<file path="src/rtl/elementwise_multiplication_pkg.sv">
// Shared widths and element/product types for the element-wise multiply datapath.
// Default configuration: N lanes, each holding an N-bit operand.
package elementwise_pkg;

  localparam int DEFAULT_N = 8;
  localparam int PROD_W    = 2 * DEFAULT_N;

  typedef logic [DEFAULT_N-1:0] elem_t;
  typedef logic [PROD_W-1:0]    prod_t;

endpackage : elementwise_pkg

</file>
<file path="src/rtl/elementwise_multiplication_if.sv">
// Operand/result bundle for the element-wise multiplier.
// The master drives the operand pair; the slave returns the registered products.
interface elementwise_multiplication_if #(
  parameter int N = 8
);

  logic           in_valid;
  logic [N-1:0]   a      [0:N-1];
  logic [N-1:0]   b      [0:N-1];
  logic           out_valid;
  logic [2*N-1:0] result [0:N-1];

  modport master (
    output in_valid, a, b,
    input  out_valid, result
  );

  modport slave (
    input  in_valid, a, b,
    output out_valid, result
  );

endinterface : elementwise_multiplication_if

</file>
<file path="src/rtl/elementwise_multiplication_lane.sv">
// One unsigned multiply lane: full-width product registered on valid input,
// held otherwise, so idle operands (even X) never reach the output.
module ew_mul_lane #(
  parameter int W = 8
) (
  input  logic           clk,
  input  logic           rst,
  input  logic           in_valid,
  input  logic [W-1:0]   a,
  input  logic [W-1:0]   b,
  output logic [2*W-1:0] prod
);

  logic [2*W-1:0] prod_reg;
  logic [2*W-1:0] prod_next;

  // Zero-extend both operands so the multiply is evaluated at full product width.
  assign prod_next = {{W{1'b0}}, a} * {{W{1'b0}}, b};

  always_ff @(posedge clk) begin
    if (rst) begin
      prod_reg <= '0;
    end else if (in_valid) begin
      prod_reg <= prod_next;
    end
  end

  assign prod = prod_reg;

endmodule : ew_mul_lane

</file>
<file path="src/rtl/elementwise_multiplication.sv">
// Registered Hadamard product of two N-element unsigned vectors, one-cycle latency,
// one pair accepted per clock.
module elementwise_multiplication
  import elementwise_pkg::*;
#(
  parameter int N = DEFAULT_N
) (
  input logic                         clk,
  input logic                         rst,
  elementwise_multiplication_if.slave bus
);

  logic out_valid_reg;

  always_ff @(posedge clk) begin
    if (rst) begin
      out_valid_reg <= 1'b0;
    end else begin
      out_valid_reg <= bus.in_valid;
    end
  end

  assign bus.out_valid = out_valid_reg;

  generate
    for (genvar gi = 0; gi < N; gi++) begin : g_lane
      ew_mul_lane #(
        .W(N)
      ) u_lane (
        .clk      (clk),
        .rst      (rst),
        .in_valid (bus.in_valid),
        .a        (bus.a[gi]),
        .b        (bus.b[gi]),
        .prod     (bus.result[gi])
      );
    end
  endgenerate

endmodule : elementwise_multiplication

</file>
<file path="src/flat_wrapper.sv">
// flat-port wrapper written by rule: the top's interface ports become plain ports
module elementwise_multiplication_flat import elementwise_pkg::*;
#(
  parameter int N = DEFAULT_N
)
  (clk, rst, bus_in_valid, bus_a, bus_b, bus_out_valid, bus_result);
  elementwise_multiplication_if #(.N(N)) bus_i ();
  input logic clk;
  input logic rst;
  input wire logic [$bits(bus_i.in_valid)-1:0] bus_in_valid;
  input wire logic [$bits(bus_i.a)-1:0] bus_a;
  input wire logic [$bits(bus_i.b)-1:0] bus_b;
  output wire logic [$bits(bus_i.out_valid)-1:0] bus_out_valid;
  output wire logic [$bits(bus_i.result)-1:0] bus_result;
  assign bus_i.in_valid = bus_in_valid;
  assign bus_i.a = {>>{bus_a}};
  assign bus_i.b = {>>{bus_b}};
  assign bus_out_valid = bus_i.out_valid;
  assign bus_result = {>>{bus_i.result}};
  elementwise_multiplication #(.N(N)) u_core (.clk(clk), .rst(rst), .bus(bus_i));
endmodule
</file>
<file path="config.mk">
export PLATFORM = sky130hd
export DESIGN_NAME = elementwise_multiplication_flat
export DESIGN_NICKNAME = d
export VERILOG_FILES = /design/src/rtl/elementwise_multiplication_pkg.sv /design/src/rtl/elementwise_multiplication_if.sv /design/src/rtl/elementwise_multiplication_lane.sv /design/src/rtl/elementwise_multiplication.sv /design/src/flat_wrapper.sv
export SDC_FILE = /design/constraint.sdc
export NUM_CORES = 1
export LEC_CHECK = 0
export ABC_AREA = 0
export CORE_ASPECT_RATIO = 0.5
export CORE_MARGIN = 1
export CORE_UTILIZATION = 59
export CTS_CLUSTER_DIAMETER = 100
export DETAILED_ROUTE_END_ITERATION = 12
export PLACE_DENSITY_LB_ADDON = 0.2
export SETUP_SLACK_MARGIN = 0.3
export SYNTH_ARGS = -nofsm -noshare
export SYNTH_HDL_FRONTEND = slang
export SYNTH_SLANG_ARGS = --single-unit
</file>
<file path="constraint.sdc">
create_clock -name clk -period 5.45 [get_ports clk]
set_input_delay 0.8175 -clock clk [delete_from_list [all_inputs] [get_ports clk]]
set_output_delay 0.8175 -clock clk [all_outputs]
set_load 0.05 [all_outputs]
</file>
==> results of run 1 <==
[power groups by stage]
stage	registers (mW)	clock network, mW	logic [mW]
floorplan	2.13	0	3.81
global placement	1.35	0	6.15
detailed placement	1.35	0	6.28
CTS	1.34	1.19	6.34
global route	1.36	1.23	7.03
finish	1.34	1.17	6.31
[final cells by class]
class / count / area share
sequential: 129 / 0.105
multi-input combinational: 1802 / 0.675
timing repair buffer: 280 / 0.112
tap: 475 / 0.0241
inverter: 394 / 0.0600
clock buffer: 18 / 0.0178
clock inverter: 14 / 0.00594
[worst paths after layout]
path | start | to | slack, ps | depth (start not counted)
worst max-delay path | bus_a[29] | u_core.g_lane[4].u_lane.prod[15]$_SDFFE_PP0P_ | 540 | 16
worst min-delay path | u_core.g_lane[2].u_lane.prod[14]$_SDFFE_PP0P_ | u_core.g_lane[2].u_lane.prod[14]$_SDFFE_PP0P_ | 440 | 2
worst max register to register | u_core.g_lane[2].u_lane.prod[13]$_SDFFE_PP0P_ | u_core.g_lane[2].u_lane.prod[13]$_SDFFE_PP0P_ | 4430 | 5
worst min register to register | u_core.g_lane[2].u_lane.prod[14]$_SDFFE_PP0P_ | u_core.g_lane[2].u_lane.prod[14]$_SDFFE_PP0P_ | 440 | 2
[cell families (layout without fill, tap and decap cells)]
family                     count (synthesis)  count (layout)
DFF                                      129             129
buffers and inverters                    430             706
adders and majority gates                576             576
muxes                                     42              42
and+or+nand+nor                          805             805
AOI/OAI and AO/OA                        310             310
xor gates and xnor gates                  69              69
[per-stage QoR]
step	hold slack, ps	setup WS, ps	utilization	area [µm²]	cells
after CTS	447	578	0.712	24600	3112
final	443	537	0.712	24600	3112
after detailed placement	439	107	0.696	24100	3080
after floorplan	662	946	-	20800	2361
after global placement	432	185	0.696	24100	3080
after global routing	462	340	0.712	24600	3112
[layout by cell type (no fill, tap or decap), types with 14 or more instances in the layout]
cell,instances
nand2_1,170
and2_1,413
ha_1,288
o21ai_0,20
o21ai_1,46
xnor2_1,37
nand2b_1,15
mux2i_1,42
a21oi_1,87
a21o_1,30
a211oi_1,34
nor2_1,133
inv_1,391
fa_1,288
clkbuf_16,17
xor2_1,32
buf_4,22
o211ai_1,14
nor2b_1,14
clkdlybuf4s50_1,257
dfxtp_1,129
nand3_1,19
[metal layers]
layer / global-route usage / routed length, µm
met1: 0.359 / 21100
met2: 0.513 / 24700
met3: 0.0403 / 1930
met4: 0.0863 / 1290
met5: 0 / 0
[synth_stat cells, drive strengths merged (10+ instances only)]
library cell / n
buf: 15
inv: 394
mux2i: 42
a21oi: 87
dfxtp: 129
and2: 413
nor2b: 14
o21a: 10
nor3: 12
o21ai: 67
clkbuf: 21
a211oi: 34
o211ai: 14
nand3: 19
a21o: 30
xnor2: 37
nand2: 171
nor2: 134
ha: 288
o22ai: 10
fa: 288
nand2b: 15
xor2: 32
[tightest hold or removal path, stage by stage, from the launching register on]
cell and delay (ps):
dfxtp_1 310, nand2_1 50, o21ai_1 50
==> flow_metrics.tcl, run 1 <==
set metrics [dict create \
    cts_setup_buffers 0 \
    place_hpwl_mm 40.1 \
    clk_latency_ps 440 \
    multiInputGateArea_um2 16600 \
    p_sw_mw 4.42 \
    fillCellCount 2787 \
    end_kind "register" \
    synth_nets 3068 \
    ys.flop_type "dfxtp_1" \
    synthMuxAreaShare 0.0202 \
    synth_cells 2361 \
    area_delta_synth_final_pct 18.3 \
    synth_top_family_by_area "adder cells" \
    drt_pass1_iterations 5 \
    synth_area_leaders "fa_1 (28%), ha_1 (17%), and2_1 (12%)" \
    drv_cap 0 \
    tns_ps 0 \
    yosysTopAreaCellShare 0.277 \
    outcome "completed" \
    nets 3331 \
    intPower_mw 4.40 \
    critPathTopFamily "adder cells" \
    first_global_vias 17200 \
    num_io_pins 260 \
    ys_seq_area_frac 0.124 \
    swShare 0.501 \
    wl_mm 49.0 \
    ir_drop_uv 376 \
    leakage_nw 12.1 \
    detail-route-antenna-nets 0 \
    grt_start_max_net_pins 60 \
    drc 0 \
    dieArea_um2 36100 \
    setup_viol 0 \
    grt_usage 0.286 \
    synthAdderAreaFrac 0.450 \
    design.core.area_um2 34600 \
    fmax_mhz 204 \
    ctsLongestPathBuffers 2 \
    rsz0062_at_grt "false" \
    n_antenna_cell 0 \
    power_frac_seq 0.152 \
    crit_path_start_kind "input pin" \
    ys_seq_elements 129 \
    fin_crit_ps 4910 \
    combPwrFrac 0.716 \
    cp_num_buf_inv 4 \
    cts_resized 0 \
    holdBufCountCts 0 \
    register_area_um2 2580 \
    die_h_um 135 \
    cp_slowest_cell "clkdlybuf4s50_1" \
    row_count 48 \
    synth_xor_area_frac 0.0290 \
    yosysWarnings 0 \
    drt_iter0_drc 806 \
    grt_pass1_wl_mm 82.9 \
    port_buffers 259 \
    vias 16800 \
    cts_tree "yes" \
    synthSimpleGateAreaFrac 0.204 \
    antenna_found_initial 0 \
    hold_viol_final 0 \
    min_path_type "register to register" \
    min_period_over_period 0.901 \
    viasPerCell 5.41 \
    drv_slew 0 \
    worstPathArrival_ps 5270 \
    overflow 0 \
    final.setup_skew_ps 0 \
    synth-compound-area-share 0.0959 \
    syn_avg_cell_area_um2 8.83 \
    cpPeakStageDelay_ps 600 \
    start_util 0.602 \
    slew_headroom 0.455 \
    largest_reg_flops 128 \
    drive_above_1_share 0.0254 \
    numCtsBuffers 17 \
    place.gp.congestion 0.897 \
    die_width_um 268 \
    htreeDepth 4 \
    path_cells "clkdlybuf4s50_1, nand2_1, fa_1, fa_1, inv_1, fa_1, inv_1, fa_1, inv_1, ha_1, o21a_1, o31a_1, o31ai_1, o21ai_1, xnor2_1, a211oi_1" \
    synthArstFlopShare 0 \
    syn_area_um2 20800 \
    crit_fanout 8 \
    cp_data_required_time_ps 5810 \
    p_total_mw 8.82 \
    yosysUniqueCellTypes 58 \
    cts_num_sinks 129 \
    wl_per_cell_um 15.7 \
    crit_top_cell "fa_1" \
    path_class "input pin to register" \
    p_clk_frac 0.133 \
    cts_root_buffer "clkbuf_16" \
    p_per_area_nw_per_um2 358 \
    path_clk_slew_ps 70 \
    tightest_slew_ps 817 \
    synth_top_area_cell "fa_1" \
    synth_edf_count 0 \
]
Note: power is estimated with default switching activity, not from simulation.
==> run 2: changes to the inputs <==
- CTS_CLUSTER_DIAMETER: 100 -> 60
==> results of run 2 <==
No change in the layout: final DEF, timing and power equal those of run 1.
==> run 3: changes to the inputs <==
- CORE_UTILIZATION: 59 -> 60
- SKIP_LAST_GASP: default -> 1
- clock period: 5.45 -> 6.05 ns (I/O delays scaled with it)
==> flow_metrics.tcl, run 3 (synthesis gave the netlist of run 1 again) <==
set metrics [dict create \
    outcome "completed" \
    rsz0062_at_grt "false" \
    die_width_um 266 \
    row_count 47 \
    p_per_area_nw_per_um2 324 \
    clk_latency_ps 420 \
    tightest_slew_ps 971 \
    drt_iter0_drc 743 \
    vias 16800 \
    cts_resized 0 \
    fin_crit_ps 5060 \
    cp-startpoint "bus_a[37]" \
    start_util 0.620 \
    p_total_mw 7.94 \
    num_io_pins 260 \
    place.gp.congestion 0.920 \
    r2r_cells 5 \
    crit_end "u_core.g_lane[3].u_lane.prod[13]$_SDFFE_PP0P_" \
    p_sw_mw 3.97 \
    antenna_found_initial 0 \
    power_frac_seq 0.152 \
    place_hpwl_mm 39.5 \
    crit_fanout 8 \
    grt_pass1_wl_mm 83.9 \
    holdBufCountCts 0 \
    r2r_slack_ps 5020 \
    worstPathArrival_ps 5360 \
    timing.hold.ws_ps 445 \
    setup_viol 0 \
    wl_per_cell_um 15.9 \
    drt_pass1_iterations 5 \
    placed_area_um2 23900 \
    viasPerCell 5.43 \
    cts_setup_buffers 0 \
    hold_viol_final 0 \
    path_class "input pin to register" \
    drc 0 \
    slew_headroom 0.353 \
    nets 3314 \
    design.core.area_um2 33600 \
    largest_reg_flops 128 \
    mostFrequentLayoutCells "and2_1 (413), inv_1 (391), fa_1 (288), ha_1 (288), clkdlybuf4s50_1 (257)" \
    drv_cap 0 \
    grt_usage 0.291 \
    ctsLongestPathBuffers 2 \
    crit_path_start_kind "input pin" \
    design_area_um2 24500 \
    drv_slew 0 \
    die_h_um 134 \
    final.setup_skew_ps 0 \
    overflow 0 \
    cts_tree "yes" \
    htreeDepth 4 \
    rr_startpoint "u_core.g_lane[2].u_lane.prod[13]$_SDFFE_PP0P_" \
    swShare 0.500 \
    n_antenna_cell 0 \
    setup_slack_ps 988 \
    numCtsBuffers 17 \
    wl_mm 49.2 \
    dieArea_um2 35500 \
    cts_root_buffer "clkbuf_16" \
    cp_data_required_time_ps 6350 \
    end_kind "register" \
    drive_above_1_share 0.0187 \
    ir_drop_uv 317 \
    first_global_vias 17400 \
    p_clk_frac 0.136 \
    port_buffers 259 \
    detail-route-antenna-nets 0 \
    place_ws_ps 536 \
    tns_ps 0 \
    leakage_nw 12.0 \
    fmax_mhz 198 \
    grt_start_max_net_pins 66 \
    layout_commonest_cell "and2_1" \
    path_clk_slew_ps 60 \
    cts_num_sinks 129 \
    intPower_mw 3.97 \
    area_delta_synth_final_pct 17.6 \
    combPwrFrac 0.712 \
    min_path_type "register to register" \
    worstReg2RegEnd "u_core.g_lane[2].u_lane.prod[13]$_SDFFE_PP0P_" \
    min_period_over_period 0.837 \
]
-- run 3: changes by cell type in the layout (fill, tap and decap cells not counted) --
| cell | previous run | this run |
|---|---|---|
| buf_4 | 22 | 6 |
| inv_6 | 6 | 4 |
| buf_12 | 1 | 0 |
| bufinv_16 | 1 | 2 |
| clkbuf_1 | 0 | 1 |
| clkbuf_8 | 1 | 0 |
| clkinv_4 | 3 | 2 |
| clkinvlp_4 | 2 | 3 |
| inv_8 | 2 | 3 |
-- run 3: worst min path at each step --
stage	start	to	slack (ps)	cells past startpoint
2_1_floorplan	u_core.g_lane[6].u_lane.prod[15]$_SDFFE_PP0P_	u_core.g_lane[6].u_lane.prod[15]$_SDFFE_PP0P_	660	2
3_3_place_gp	u_core.g_lane[5].u_lane.prod[14]$_SDFFE_PP0P_	u_core.g_lane[5].u_lane.prod[14]$_SDFFE_PP0P_	430	2
3_5_place_dp	u_core.g_lane[5].u_lane.prod[14]$_SDFFE_PP0P_	u_core.g_lane[5].u_lane.prod[14]$_SDFFE_PP0P_	440	2
4_1_cts	u_core.g_lane[5].u_lane.prod[14]$_SDFFE_PP0P_	u_core.g_lane[5].u_lane.prod[14]$_SDFFE_PP0P_	450	2
5_1_grt	u_core.g_lane[5].u_lane.prod[12]$_SDFFE_PP0P_	u_core.g_lane[5].u_lane.prod[12]$_SDFFE_PP0P_	470	2
6_report	u_core.g_lane[2].u_lane.prod[14]$_SDFFE_PP0P_	u_core.g_lane[2].u_lane.prod[14]$_SDFFE_PP0P_	440	2
-- run 3: metrics by stage --
| stage | util | std cells |
|---|---|---|
| finish | 0.729 | 3085 |
| global route | 0.729 | 3085 |
| CTS | 0.729 | 3085 |
| detailed placement | 0.711 | 3053 |
| global placement | 0.711 | 3053 |
| floorplan | - | 2361 |
-- run 3: critical path, stage by stage --
cell and delay, ps:
clkdlybuf4s50_1 670, nand2_1 130, fa_1 540, fa_1 560, inv_1 60, fa_1 480, inv_1 50, fa_1 470
inv_1 40, ha_1 320, o21a_1 130, o31a_1 170, o41ai_2 410, o21ai_1 150, xnor2_1 190, o21ai_1 70
-- run 3: power by group through the flow --
stage	Sequential, mW	Clock [mW]	Combinational (mW)
floorplan	1.92	0	3.43
global placement	1.22	0	5.49
detailed placement	1.22	0	5.62
CTS	1.21	1.09	5.67
global route	1.23	1.12	6.30
finish	1.21	1.08	5.65
-- run 3: layout make-up --
type	count	area [µm²]
clock inverter	14	169
sequential	129	2580
clock buffer	18	429
timing repair buffer	263	2620
tap	465	582
fill	2574	9130
multi-input combinational	1802	16600
inverter	394	1480
-- run 3: per-layer routing --
| metal | wire length (µm) | vias up | share of wire | global-route usage |
|---|---|---|---|---|
| met4 | 1300 | 0 | 0.026 | 0.0856 |
| met3 | 1920 | 76 | 0.039 | 0.0395 |
| met5 | 0 | - | 0 | 0 |
| met1 | 21000 | 8263 | 0.43 | 0.360 |
| met2 | 25000 | 369 | 0.51 | 0.532 |
| li1 | - | 8047 | - | - |
